$ cat config.mk
export PLATFORM = sky130hd
export DESIGN_NAME = pipe_hazard_ctrl
export DESIGN_NICKNAME = d
export VERILOG_FILES = /design/src/rtl/pipe_hazard_ctrl.sv
export SDC_FILE = /design/constraint.sdc
export NUM_CORES = 1
export LEC_CHECK = 0
export CAP_MARGIN = 20
export CORE_MARGIN = 5
export CORE_UTILIZATION = 45
export CTS_CLUSTER_DIAMETER = 40
export DETAILED_ROUTE_END_ITERATION = 7
export MAX_ROUTING_LAYER = met4
export PLACE_DENSITY = 0.75
export SYNTH_ARGS = -nofsm -noshare
export SYNTH_HDL_FRONTEND = slang
export SYNTH_SLANG_ARGS = --single-unit
$ cat constraint.sdc
create_clock -name clk -period 2.5 [get_ports clk]
set_input_delay 0.5 -clock clk [delete_from_list [all_inputs] [get_ports clk]]
set_output_delay 0.5 -clock clk [all_outputs]
set_load 0.05 [all_outputs]
$ cat src/rtl/pipe_hazard_ctrl.sv
// Pipeline sequencing controller beside decode: load-use bubble insertion,
// multi-cycle mult/div sequencing, redirect qualification and stall counting.
module pipe_hazard_ctrl #(
  parameter int MUL_LAT    = 4,
  parameter int DIV_LAT    = 32,
  parameter int DELAY_SLOT = 1
) (
  input  logic        clk,
  input  logic        rst,
  input  logic        regaRd,
  input  logic        regbRd,
  input  logic [4:0]  regaAddr,
  input  logic [4:0]  regbAddr,
  input  logic        jCe,
  input  logic        md_start,
  input  logic        md_div,
  input  logic        ex_memRd,
  input  logic        ex_regcWr,
  input  logic [4:0]  ex_regcAddr,
  input  logic        cnt_clr,
  output logic        pc_stall,
  output logic        if_id_stall,
  output logic        id_ex_flush,
  output logic        if_id_flush,
  output logic        jce_o,
  output logic        md_busy,
  output logic        md_done,
  output logic [31:0] stall_cnt
);

  typedef enum logic {
    RUN     = 1'b0,
    MD_BUSY = 1'b1
  } state_t;

  // The acceptance cycle is busy cycle 1, so MD_BUSY spans L-1 cycles ending at lat_cnt==0.
  localparam logic [31:0] MUL_LOAD = 32'(MUL_LAT - 2);
  localparam logic [31:0] DIV_LOAD = 32'(DIV_LAT - 2);

  state_t      state, state_nxt;
  logic [31:0] lat_cnt, lat_cnt_nxt;
  logic [31:0] stall_cnt_q, stall_cnt_nxt;
  logic        hazard;
  logic        accept;
  logic        busy;
  logic        stall;

  assign hazard = ex_memRd & ex_regcWr & (ex_regcAddr != 5'd0) &
                  ((regaRd & (regaAddr == ex_regcAddr)) |
                   (regbRd & (regbAddr == ex_regcAddr)));

  assign busy   = (state == MD_BUSY);
  assign accept = ~busy & ~hazard & md_start;
  assign stall  = ~rst & (busy | hazard | accept);

  always_ff @(posedge clk or posedge rst) begin
    if (rst) begin
      state   <= RUN;
      lat_cnt <= '0;
    end else begin
      state   <= state_nxt;
      lat_cnt <= lat_cnt_nxt;
    end
  end

  always_comb begin
    state_nxt   = state;
    lat_cnt_nxt = lat_cnt;
    case (state)
      RUN: begin
        if (accept) begin
          state_nxt   = MD_BUSY;
          lat_cnt_nxt = md_div ? DIV_LOAD : MUL_LOAD;
        end
      end
      MD_BUSY: begin
        if (lat_cnt == 32'd0) begin
          state_nxt = RUN;
        end else begin
          lat_cnt_nxt = lat_cnt - 32'd1;
        end
      end
      default: begin
        state_nxt   = RUN;
        lat_cnt_nxt = '0;
      end
    endcase
  end

  // Redirects are only honoured when nothing holds the front end, so a flush never meets a stall.
  always_comb begin
    pc_stall    = stall;
    if_id_stall = stall;
    id_ex_flush = stall;
    md_busy     = ~rst & (busy | accept);
    md_done     = ~rst & busy & (lat_cnt == 32'd0);
    jce_o       = ~rst & ~stall & jCe;
    if_id_flush = ~rst & ~stall & jCe & (DELAY_SLOT == 0);
  end

  // Written every cycle so the next value is always derived from the visible count.
  always_comb begin
    stall_cnt_nxt = stall_cnt_q;
    if (cnt_clr) begin
      stall_cnt_nxt = '0;
    end else if (pc_stall && (stall_cnt_q != 32'hFFFF_FFFF)) begin
      stall_cnt_nxt = stall_cnt_q + 32'd1;
    end
  end

  always_ff @(posedge clk or posedge rst) begin
    if (rst) begin
      stall_cnt_q <= '0;
    end else begin
      stall_cnt_q <= stall_cnt_nxt;
    end
  end

  assign stall_cnt = stall_cnt_q;

endmodule

== Word level (Yosys, flattened, before mapping) ==
Cells that the tools add are included.
W data, S select, Z words.

* Flip-flop bits (word level): 65
* Bits in latches: 0
* Memory bits (writable): 0
* Bits in read-only memories: 0
* Output and inout bits: 39
* Logic and storage cells: 45
* Memories: 0

* Add/sub/neg operators: 2
* $mul: 0
* Divide/modulo/power cells: 0
* Order comparisons: 0
* Equal/unequal tests: 5
* Shift-type cells: 0
* Mux-type cells: 9
* Bitwise logic cells: 21
* Reductions and logical operators: 5

{| class="wikitable"
|+ Operators by type and width
! operator !! count
|-
| $mux W32 || 4
|-
| $pmux W32 S2 || 1
|-
| $add A32 B1 Y32 const B || 1
|-
| $logic_not A32 Y1 || 1
|-
| $ne A32 B32 Y1 const B || 1
|-
| $sub A32 B1 Y32 const B || 1
|-
| $and A1 B1 Y1 || 13
|-
| $eq A5 B5 Y1 || 2
|-
| $mux W5 || 1
|-
| $reduce_bool A5 Y1 || 1
|-
| $ne A2 B2 Y1 const B || 2
|-
| $not A1 Y1 || 4
|-
| $or A1 B1 Y1 || 4
|-
| $mux W1 || 2
|-
| $pmux W1 S2 || 1
|-
| $reduce_and A2 Y1 || 1
|-
| $reduce_bool A2 Y1 || 1
|-
| $logic_and A1 B1 Y1 || 1
|}

== Depth between registers and ports, before layout ==
Gate-level depths: netlist (run 1).

* Depth in word-level cells: 12
* Depth in mapped cells: 9
* Depth with buffers taken out: 8

== Worst setup path after synthesis (run 1) ==
Ideal clock, no wire load.

* Path kind: in2out
* Start point: input port ex_regcAddr[3]
* End point: output port if_id_stall
* Arrival time: 2649 ps
* Data required time: 2000 ps
* Path slack: -649 ps
* Stages: 8
* Path through: xor2_1 nor4_2 a32oi_1 o21a_2 buf_6 buf_2 nor2_1 buf_4

* Cells in the longest elaborated chain, start to end: 9
* Elaborated cells on any way between the ends: 14
* Those cells by class: eq/ne: 2; bitwise: 11; reduce/logical: 1

{| class="wikitable"
|+ Ends and longest elaborated chain
! element !! RTL line !! RTL
|-
| start, declared || 19 || <nowiki>input logic [4:0] ex_regcAddr,</nowiki>
|-
| $eq A5 B5 Y1, on equally long branches || 49, 50 ||
|-
| $and A1 B1 Y1, on equally long branches || 49, 50 ||
|-
| $or A1 B1 Y1 || 49 || <nowiki>((regaRd & (regaAddr == ex_regcAddr)) |</nowiki>
|-
| $and A1 B1 Y1 * || 48 || <nowiki>assign hazard = ex_memRd & ex_regcWr & (ex_regcAddr != 5'd0) &</nowiki>
|-
| $not A1 Y1 || 53 || <nowiki>assign accept = ~busy & ~hazard & md_start;</nowiki>
|-
| $and A1 B1 Y1 (2 in a row) || 53 ||
|-
| $or A1 B1 Y1 * || 54 || <nowiki>assign stall = ~rst & (busy | hazard | accept);</nowiki>
|-
| $and A1 B1 Y1 * || 54 ||
|-
| end, declared || 22 || <nowiki>output logic if_id_stall,</nowiki>
|}

Every way passes the cells marked *; elsewhere a longest branch is shown, timed or not.

== Worst setup path in the final report (run 1) ==
* Start point: register lat_cnt[25]
* End point: output port md_done

* Cells in the longest elaborated chain, start to end: 2

{| class="wikitable"
|+ Ends and longest elaborated chain
! element !! RTL line !! RTL
|-
| start, declared || 41 || <nowiki>logic [31:0] lat_cnt, lat_cnt_nxt;</nowiki>
|-
| start signal, assigned || 62 || <nowiki>lat_cnt <= lat_cnt_nxt;</nowiki>
|-
| $logic_not A32 Y1 || 96 || <nowiki>md_done = ~rst & busy & (lat_cnt == 32'd0);</nowiki>
|-
| $and A1 B1 Y1 || 96 ||
|-
| end, declared || 27 || <nowiki>output logic md_done,</nowiki>
|}

No other way between the ends.

==> metrics.txt, run 1 <==
max cap viols=0; GPL Wtd Cong=0.8512; Layout Skew=0.01026 ns; CTS root buf=clkbuf_8; routed len/inst=16.55 µm; CP endpoint kind=primary output; most common cell after layout, fill and taps aside=dfrtp_1; Initial Util=0.4563; Port Buffers=62; critical path depth=5; drt first pass iters=4; CP dominant cell by count=and3_4; die height=103.4 µm; mean area per synthesized cell=9.270 µm²; Final Hold Fails=0; startpoint types=flip-flop; Post-Syn Area=0.003921 mm²; Tcrit/Tclk final=1.061; total inserted antenna cells=0; Slew headroom=0.6079; Worst-Margin Slew=about 0.59 ns; hold depth=2; Max Slew Vio Count=0; delay of the slowest critical-path stage=0.49 ns; hold_buf cts=0; Tot Pwr=0.002259 W; WL final=10.38 mm; DRC viols=0; gr usage total=0.2061; Post-DRT Antenna Nets=0; Post-DP HPWL=about 7.3 mm; vias in the first global route=3592; Final nets=around 540; Critical-path top delay cell=nor4_1; ys async rst share=1.000; Clk pin slew, worst setup/hold paths=0.07 ns; clock sink total=65; layout cells sized above 1=0.2100; die footprint=0.01068 mm²; failing checks=negative setup slack; Rows=34; post-synthesis cell type count=52; fmax=~380 MHz; cell depth of the worst flop-to-flop path=9; number of synthesized register bits=65; clock tree buffer depth=2; Die Wd=103.4 µm; hold crit path type=reg2reg; worst-path maximum fanout=4; Worst EP required=2.00 ns; RSZ-0062 raised after global routing=yes; top_reg_cell synth=dfrtp_1; setup tns final=-0.1748 ns; initial antenna violation count=0; YS warnings=0; I/O pin cnt=64; total gr overflow=0; Area Overhead vs Synth=32.07%; setup violators final=2; PwrDens=436.2 mW/mm²; WP buf/inv=1; Seq/Total Area, Yosys=0.4148; most frequent cells in the layout=dfrtp_1 (65), nor2_1 (55), clkdlybuf4s50_1 (42); Post-synth EDFFs=0; Cell Chain, Critical Path=nor4_1, and4_4, and3_4, and3_4, buf_8; CTS tree=built; Crit path arrival time=~2.2 ns; status=finished with violations; Worst VDD drop=0.0003101 V; Via Count=3629; drt via density=5.788; first-pass GRT wire length=17.02 mm; CTS H-tree depth=3; cells after synthesis=423; Final min period=2.653 ns; fin worst setup slack=-0.1532 ns; clk_lat worst skew=0.35 ns; largest net degree at the start of global routing=45; leakage=1.918 nW; dpl ws=-0.4767 ns; area of the core=0.008593 mm²; CP delay by family, top=simple AND/OR/NAND/NOR gates; initial drt markers=approximately 230; number of CTS-inserted buffers=9; Net Count, Synth=between 400 and 500; CP Class=reg2out
==> per-layer routing <==
layer	wire [µm]	track usage	vias up
li1	-	-	1742
met1	4361	0.2408	1779
met2	5378	0.3559	94
met3	504	0.05097	14
met4	131	0.05080	0
met5	0	-	-
==> cells in the mapped netlist, drive strengths merged, types with 2 or more instances <==
library cell / instances / area (µm²)
nand3b: 5 / 37.54
o41ai: 4 / 35.03
inv: 8 / 30.03
mux2: 12 / 135.1
nor3: 9 / 45.04
nor4b: 3 / 32.53
nor4: 22 / 186.4
or2: 2 / 12.51
nand2: 22 / 82.58
nand3: 22 / 115.1
o31ai: 17 / 127.6
buf: 13 / 83.82
and3: 12 / 75.07
a21oi: 23 / 115.1
nor2: 58 / 217.7
ha: 3 / 37.54
o21ai: 5 / 25.02
nor3b: 2 / 20.02
and2: 2 / 12.52
dfrtp: 65 / 1627
xor2: 19 / 166.4
o211ai: 3 / 22.52
xnor2: 17 / 148.9
or4: 19 / 150.1
nand4: 10 / 62.56
a31oi: 2 / 12.51
nor2b: 11 / 68.82
nand4b: 4 / 35.03
clkbuf: 9 / 33.78
and4: 5 / 43.79
or3: 4 / 25.02
==> report_power, final <==
part | leakage (nW) | switching [W] | internal [W]
clock network | 0.113 | 0.000432 | 0.000592
logic | 1.05 | 0.000107 | 0.0000737
registers | 0.751 | 0.00000173 | 0.00105
==> metrics by stage <==
stage	utilization	std cells	cell area [µm²]	hold WS [ns]
after floorplan	-	423	3978	0.5053
after global placement	0.5617	601	4827	0.5320
after detailed placement	0.5617	601	4827	0.5291
after CTS	0.5987	624	5145	0.5537
after global routing	0.6027	627	5179	0.5960
final	0.6027	627	5179	0.5544
==> cell type report <==
type | instances | area (µm²)
fillers | 734 | 3415
multi-input cells | 328 | 2223
repair buffers | 102 | 932.1
clock inverters | 6 | 90.09
inverters | 8 | 33.78
flip-flops and latches | 65 | 1627
clock buffers | 10 | 137.6
well taps | 108 | 135.1
==> kinds of logic after synthesis <==
kind of cell	Yosys count	synth area share
compound gates	62	0.1063
xor+xnor	36	0.08041
fa+ha+maj	3	0.009573
buf+inv	30	0.03765
flops	65	0.4148
mux	12	0.03446
other cells	1	0.0009563
simple gates	214	0.3159
==> registers in the layout, indices dropped and copies added, names as in the netlist <==
name and count:
lat_cnt 32, stall_cnt 32, busy 1
==> tightest hold or removal path: cells and delay by family, from the launching register on <==
family / cells / cell delay [ns]
xor+xnor: 1 / 0.07
flops: 1 / 0.37
simple gates: 1 / 0.08
==> final timing paths <==
path / endpoint / slack (ns) / start
max: md_done / -0.15 / lat_cnt[25]
min: lat_cnt[30] / 0.55 / lat_cnt[30]
max reg2reg: lat_cnt[9] / 0.16 / lat_cnt[16]
min reg2reg: lat_cnt[30] / 0.55 / lat_cnt[30]
max in group asynchronous: lat_cnt[6] / 1.42 / rst
min in group asynchronous: stall_cnt[7] / 0.77 / rst
==> timing repair <==
action                     CTS  global route
pin swaps                   17            12
setup endpoints to repair    8             6
buffers inserted             7             3
resized for setup           40            13
Power figures use the tool's default switching activity.
==> run 2, diff against run 1 <==
--- a/config.mk
+++ b/config.mk
@@ -5,6 +5,7 @@
 export SDC_FILE = /design/constraint.sdc
 export NUM_CORES = 1
 export LEC_CHECK = 0
+export ABC_CLOCK_PERIOD_IN_PS = 2500
 export CAP_MARGIN = 20
 export CORE_MARGIN = 5
 export CORE_UTILIZATION = 45
==> results of run 2 <==
The final DEF is identical to that of run 1; final timing and power are the same.
==> run 3, diff against run 2 <==
--- a/config.mk
+++ b/config.mk
@@ -7,7 +7,6 @@
 export LEC_CHECK = 0
 export ABC_CLOCK_PERIOD_IN_PS = 2500
 export CAP_MARGIN = 20
-export CORE_MARGIN = 5
 export CORE_UTILIZATION = 45
 export CTS_CLUSTER_DIAMETER = 40
 export DETAILED_ROUTE_END_ITERATION = 7
==> metrics.txt, run 3 (synthesis results as in run 1) <==
failing checks=negative setup slack (unchanged); worst reg2reg endpoint=stall_cnt[9] (was lat_cnt[9]); Tcrit/Tclk final=1.043 (was 1.061); Rows=33 (was 34); hold depth=2 (unchanged); Slew headroom=0.6294 (was 0.6079); CP Class=reg2out (unchanged); clk_lat worst skew=0.36 ns (was 0.35 ns); fmax=383.4 MHz (was 376.9 MHz); Post-DRT Antenna Nets=0 (unchanged); number of CTS-inserted buffers=9 (unchanged); Cell Chain, Critical Path=or4_4, nor4_4, and3_4, and3_4, buf_8 (was nor4_1, and4_4, and3_4, and3_4, buf_8); cell depth of the worst flop-to-flop path=8 (was 9); largest net degree at the start of global routing=45 (unchanged); PwrDens=435.3 mW/mm² (was 436.2 mW/mm²); Final Cell Area=0.005205 mm² (was 0.005179 mm²); Post-DP HPWL=6.895 mm (was 7.292 mm); total inserted antenna cells=0 (unchanged); setup violators final=5 (was 2); die height=95.35 µm (was 103.4 µm); initial drt markers=141 (was 225); status=finished with violations (unchanged); Crit path arrival time=2.11 ns (was 2.15 ns); fin worst setup slack=-0.1085 ns (was -0.1532 ns); Port Buffers=62 (unchanged); DP Area=0.004798 mm² (was 0.004827 mm²); vias in the first global route=3544 (was 3592); Setup crit end=md_done (unchanged); drt via density=5.815 (was 5.788); WHS=0.5535 ns (was 0.5544 ns); layout cells sized above 1=0.2070 (was 0.2100); CP Launch Point=lat_cnt[16] (was lat_cnt[25]); Via Count=3617 (was 3629); routed len/inst=16.24 µm (was 16.55 µm); reg2reg start=stall_cnt[0] (was lat_cnt[16]); startpoint types=flip-flop (unchanged); worst-path maximum fanout=2 (was 4); register-to-register setup slack=0.18 ns (was 0.16 ns); CTS H-tree depth=3 (unchanged); Initial Util=0.4701 (was 0.4563); area of the core=0.008341 mm² (was 0.008593 mm²); Worst EP required=2.00 ns (about the same); CTS root buf=clkbuf_8 (unchanged); Max Slew Vio Count=0 (unchanged); CP dominant cell by count=and3_4 (unchanged); first-pass GRT wire length=17.11 mm (was 17.02 mm); drt first pass iters=4 (unchanged); gr usage total=0.2495 (was 0.2061); hold crit path type=reg2reg (unchanged); setup tns final=-0.2807 ns (was -0.1748 ns); Final Hold Fails=0 (unchanged); DRC viols=0 (unchanged); Worst-Margin Slew=0.5559 ns (was 0.5854 ns); most frequent cells in the layout=dfrtp_1 (65), nor2_1 (55), clkdlybuf4s50_1 (42) (unchanged); WL final=10.10 mm (was 10.38 mm); Final nets=540 (was 542); GPL Wtd Cong=0.8496 (was 0.8512); initial antenna violation count=0 (unchanged); Critical-path top delay cell=or4_4 (was nor4_1); Final min period=2.608 ns (was 2.653 ns); Layout Skew=0.01564 ns (was 0.01026 ns); Worst VDD drop=0.0004224 V (was 0.0003101 V); clock tree buffer depth=2 (unchanged); leakage=1.910 nW (was 1.918 nW); Clk pin slew, worst setup/hold paths=0.07 ns (about the same); Die Wd=95.35 µm (was 103.4 µm); Area Overhead vs Synth=32.74% (was 32.07%); RSZ-0062 raised after global routing=yes (unchanged); CP endpoint kind=primary output (unchanged); die footprint=0.009092 mm² (was 0.01068 mm²); most common cell after layout, fill and taps aside=dfrtp_1 (unchanged); total gr overflow=0 (unchanged); Tot Pwr=0.002266 W (was 0.002259 W); Hold Crit Start=lat_cnt[30] (unchanged); CTS tree=built (unchanged); clock sink total=65 (unchanged); delay of the slowest critical-path stage=0.56 ns (was 0.49 ns); I/O pin cnt=64 (unchanged); max cap viols=0 (unchanged)
run 3: worst min path at each step:
stage,endpoint,slack [ns]
2_1_floorplan,lat_cnt[30],0.51
3_5_place_dp,lat_cnt[30],0.54
3_3_place_gp,lat_cnt[16],0.53
6_report,lat_cnt[30],0.55
4_1_cts,lat_cnt[30],0.56
5_1_grt,lat_cnt[28],0.59
run 3: metal layers:
| metal | global-route usage | part of all wire | vias to the layer above |
|---|---|---|---|
| met5 | - | 0 | - |
| met4 | 0.1010 | 0.031 | 0 |
| met3 | 0.04466 | 0.037 | 24 |
| met2 | 0.4125 | 0.50 | 99 |
| met1 | 0.3004 | 0.43 | 1751 |
| li1 | - | - | 1743 |
run 3: final cells by class:
type                       count  area [µm²]
inverter                       8       33.78
sequential                    65        1627
clock inverter                 6       91.34
timing repair buffer         100       960.9
multi-input combinational    328        2223
clock buffer                  10       137.6
fill                         680        3136
tap                          105       131.4
run 3: timing repair:
action | 4_1_cts | 5_1_grt
resized for setup | 46 | 15
endpoints found under the hold margin | 0 | 0
endpoints found under the setup margin | 8 | 6
hold buffers | 0 | 0
cloned | 0 | 0
pin swaps | 19 | 14
setup buffers | 10 | 3
run 3: per-stage QoR:
| step | setup WS, ns | instances | util |
|---|---|---|---|
| floorplan | -0.08577 | 423 | - |
| global route | -0.1739 | 622 | 0.6241 |
| detailed placement | -0.4478 | 593 | 0.5753 |
| finish | -0.1085 | 622 | 0.6241 |
| global placement | -0.3731 | 593 | 0.5753 |
| CTS | -0.08634 | 619 | 0.6151 |
run 3: power breakdown:
group | leakage (nW) | total [W] | internal, W | switching, W
Combinational | 1.04 | 0.000181 | 0.0000757 | 0.000105
Clock | 0.116 | 0.00103 | 0.000592 | 0.000435
Sequential | 0.751 | 0.00106 | 0.00105 | 0.00000387
run 3: critical path: cells and delay by family (launching register included):
kind	cells	cell delay (ns)
AND/OR/NAND/NOR	4	1.24
buffers and inverters	1	0.14
flip-flops	1	0.38
==> RTL change: new RTL, flow settings as in run 1 <==
Make the reset (`rst`) synchronous in 2 clocked blocks.
--- a/src/rtl/pipe_hazard_ctrl.sv
+++ b/src/rtl/pipe_hazard_ctrl.sv
@@ -53,7 +53,7 @@
   assign accept = ~busy & ~hazard & md_start;
   assign stall  = ~rst & (busy | hazard | accept);
 
-  always_ff @(posedge clk or posedge rst) begin
+  always_ff @(posedge clk) begin
     if (rst) begin
       state   <= RUN;
       lat_cnt <= '0;
@@ -108,7 +108,7 @@
     end
   end
 
-  always_ff @(posedge clk or posedge rst) begin
+  always_ff @(posedge clk) begin
     if (rst) begin
       stall_cnt_q <= '0;
     end else begin
Check against the original RTL: differs if rst is asserted again (counterexample within 4 cycles, from zero or initial values and one cycle with rst high); with rst held inactive, the same outputs for 10 cycles.
==> RTL change against run 1 <==
The flow still finishes with violations (setup timing); setup slack worse by 0.040 ns; area after synthesis fell by 3.9%; register-to-register slack got worse by 0.15 ns; final area about the same; fmax decreased by 1.5%; routed wire length rose by 5.3%; sequential cell count stayed put.
Power is not compared: it rests on default switching activity, and its combinational part moved more than twofold at a synthesized area within 25%.
==> RTL change: results (changes against run 1) <==
- Final worst slack: -0.193 ns (was -0.153 ns)
- Clk sink count: 65 (unchanged)
- FF-to-FF path depth: 6 (was 9)
- NonClk Buf Share: 0.201 (was 0.180)
- Total GRT Usage: 0.223 (was 0.206)
- M1 WL: 5090 um (was 4360 um)
- CP Max Fanout: 2 (was 4)
- Register area share after synthesis: 0.345 (was 0.415)
- First-pass GRT wire length: 18200 um (was 17000 um)
- # clk buffers: 11 (was 10)
- Dpl cell area: 4870 um2 (was 4830 um2)
- Synth Net Count: 500 (was 451)
- Share of cells above drive strength 1: 0.231 (was 0.210)
- Worst r2r dst: lat_cnt[31] (was lat_cnt[9])
- Post-Layout Inst Area: 5180 um2 (about the same)
- Setup tns final: -0.529 ns (was -0.175 ns)
- FFs w/ async S/R, synth: 0 (was 1.00)
- ClkCell Share: 0.0379 (was 0.0440)
- Hold Path Class: register to register (unchanged)
- Port Buffers: 62 (unchanged)
- Top area cells in the synthesized netlist: dfxtp_1 (35%), nand2_1 (5.4%), a21oi_1 (4.3%) (was dfrtp_1 (41%), nor2_1 (5.6%), xor2_1 (4.2%))
- Number of global-route vias before repair: 3766 (was 3592)
- Area of the multi-input gates: 2450 um2 (was 2220 um2)
- Hold path start: stall_cnt[5] (was lat_cnt[30])
- Wire per inst: 16.0 um (was 16.5 um)
- Met3 WL post-DR: 738 um (was 504 um)
- Antenna diodes: 0 (unchanged)
- Max Clock Skew: 0.0145 ns (was 0.0103 ns)
- Status: finished, violations left (unchanged)
- Multi-In Gates: 374 (was 328)
- Register-to-register setup slack: 0.01 ns (was 0.16 ns)
- P_leak: 0.00191 uW
- Grt met2 use: 0.336 (was 0.356)
- Synth warn: 0 (unchanged)
- Largest net degree at the start of global routing: 45 (unchanged)
- First DRT Iteration DRCs: 294 (was 225)
- FF-to-FF Start: lat_cnt[10] (was lat_cnt[16])
- Slew headroom: 0.481 (was 0.608)
- Most frequent cells after synthesis: dfxtp_1 (65), nand2_1 (54), a21oi_1 (32) (was dfrtp_1 (65), nor2_1 (58), a21oi_1 (23))
- Nonclk buf count: 113 (was 102)
- Final nets: 598 (was 542)
- Global routing usage on met1: 0.303 (was 0.241)
- Peak VDD IR: 0.000988 V
- Num CTS Buffers: 9 (unchanged)
- Slowest CP cell: or4b_4 (was nor4_1)
- Met2 wire length: 4930 um (was 5380 um)
- Top sig layer: met4 (unchanged)
- Mean number of vias per cell: 6.16 (was 5.79)
- Failing checks: setup timing (unchanged)
- Worst Hold Endpoint: stall_cnt[5] (was lat_cnt[30])
- DP HPWL: 8010 um (was 7290 um)
- Sequential share of cell area: 0.257 (was 0.314)
- Hold depth: 2 (unchanged)
- Fillers: 687 (was 734)
- Routing usage on met3: 0.0372 (was 0.0510)
- Drt pass-1 iters: 5 (was 4)
- # setup viols final: 5 (was 2)
- Post-synthesis cell type count: 59 (was 52)
- Gpl congestion: 0.903 (was 0.851)
- Slowest Stage Delay on Critical Path: 0.50 ns
-- RTL change: worst max-delay path by stage --
stage                               from     endpoint  slack, ns  cells past startpoint
after floorplan           ex_regcAddr[0]  if_id_stall      -0.42                      8
after global placement    ex_regcAddr[0]      md_busy      -0.72                      7
after detailed placement  ex_regcAddr[0]      md_busy      -0.73                      7
after CTS                 ex_regcAddr[2]      md_busy      -0.22                      7
after global routing      ex_regcAddr[0]      md_busy      -0.25                      7
final                     ex_regcAddr[0]      md_busy      -0.19                      7
-- RTL change: metrics by stage --
step | hold slack [ns] | std cells | setup WS [ns] | utilization
final | 0.490 | 681 | -0.193 | 0.634
after global routing | 0.509 | 681 | -0.249 | 0.634
after CTS | 0.491 | 678 | -0.217 | 0.626
after detailed placement | 0.480 | 661 | -0.734 | 0.595
after global placement | 0.472 | 661 | -0.720 | 0.595
after floorplan | 0.432 | 473 | -0.425 | -
-- RTL change: kinds of logic (layout without fill, tap and decap cells) --
| family | after synthesis | count (layout) | synth area share |
|---|---|---|---|
| adder cells (fa/ha/maj) | 2 | 2 | 0.00664 |
| flip-flops | 65 | 65 | 0.345 |
| XOR/XNOR | 11 | 11 | 0.0256 |
| AO/OA/AOI/OAI | 128 | 128 | 0.230 |
| other | 1 | 1 | 0.000995 |
| multiplexers | 3 | 3 | 0.00830 |
| AND/OR/NAND/NOR | 229 | 229 | 0.345 |
| buffers and inverters | 34 | 137 | 0.0372 |
-- RTL change: repair_timing --
item | in CTS | in global routing
resized for setup | 27 | 9
setup endpoints to repair | 22 | 23
pin swaps | 7 | 7
hold buffers | 0 | 0
buffers inserted | 1 | 3
-- RTL change: power breakdown --
group	internal, uW	total, uW	switching (uW)	leakage [uW]
logic	1590	3530	1950	0.00127
registers	1250	1480	225	0.000538
clock network	485	907	423	0.0000953
total	3320	5910	2590	0.00191
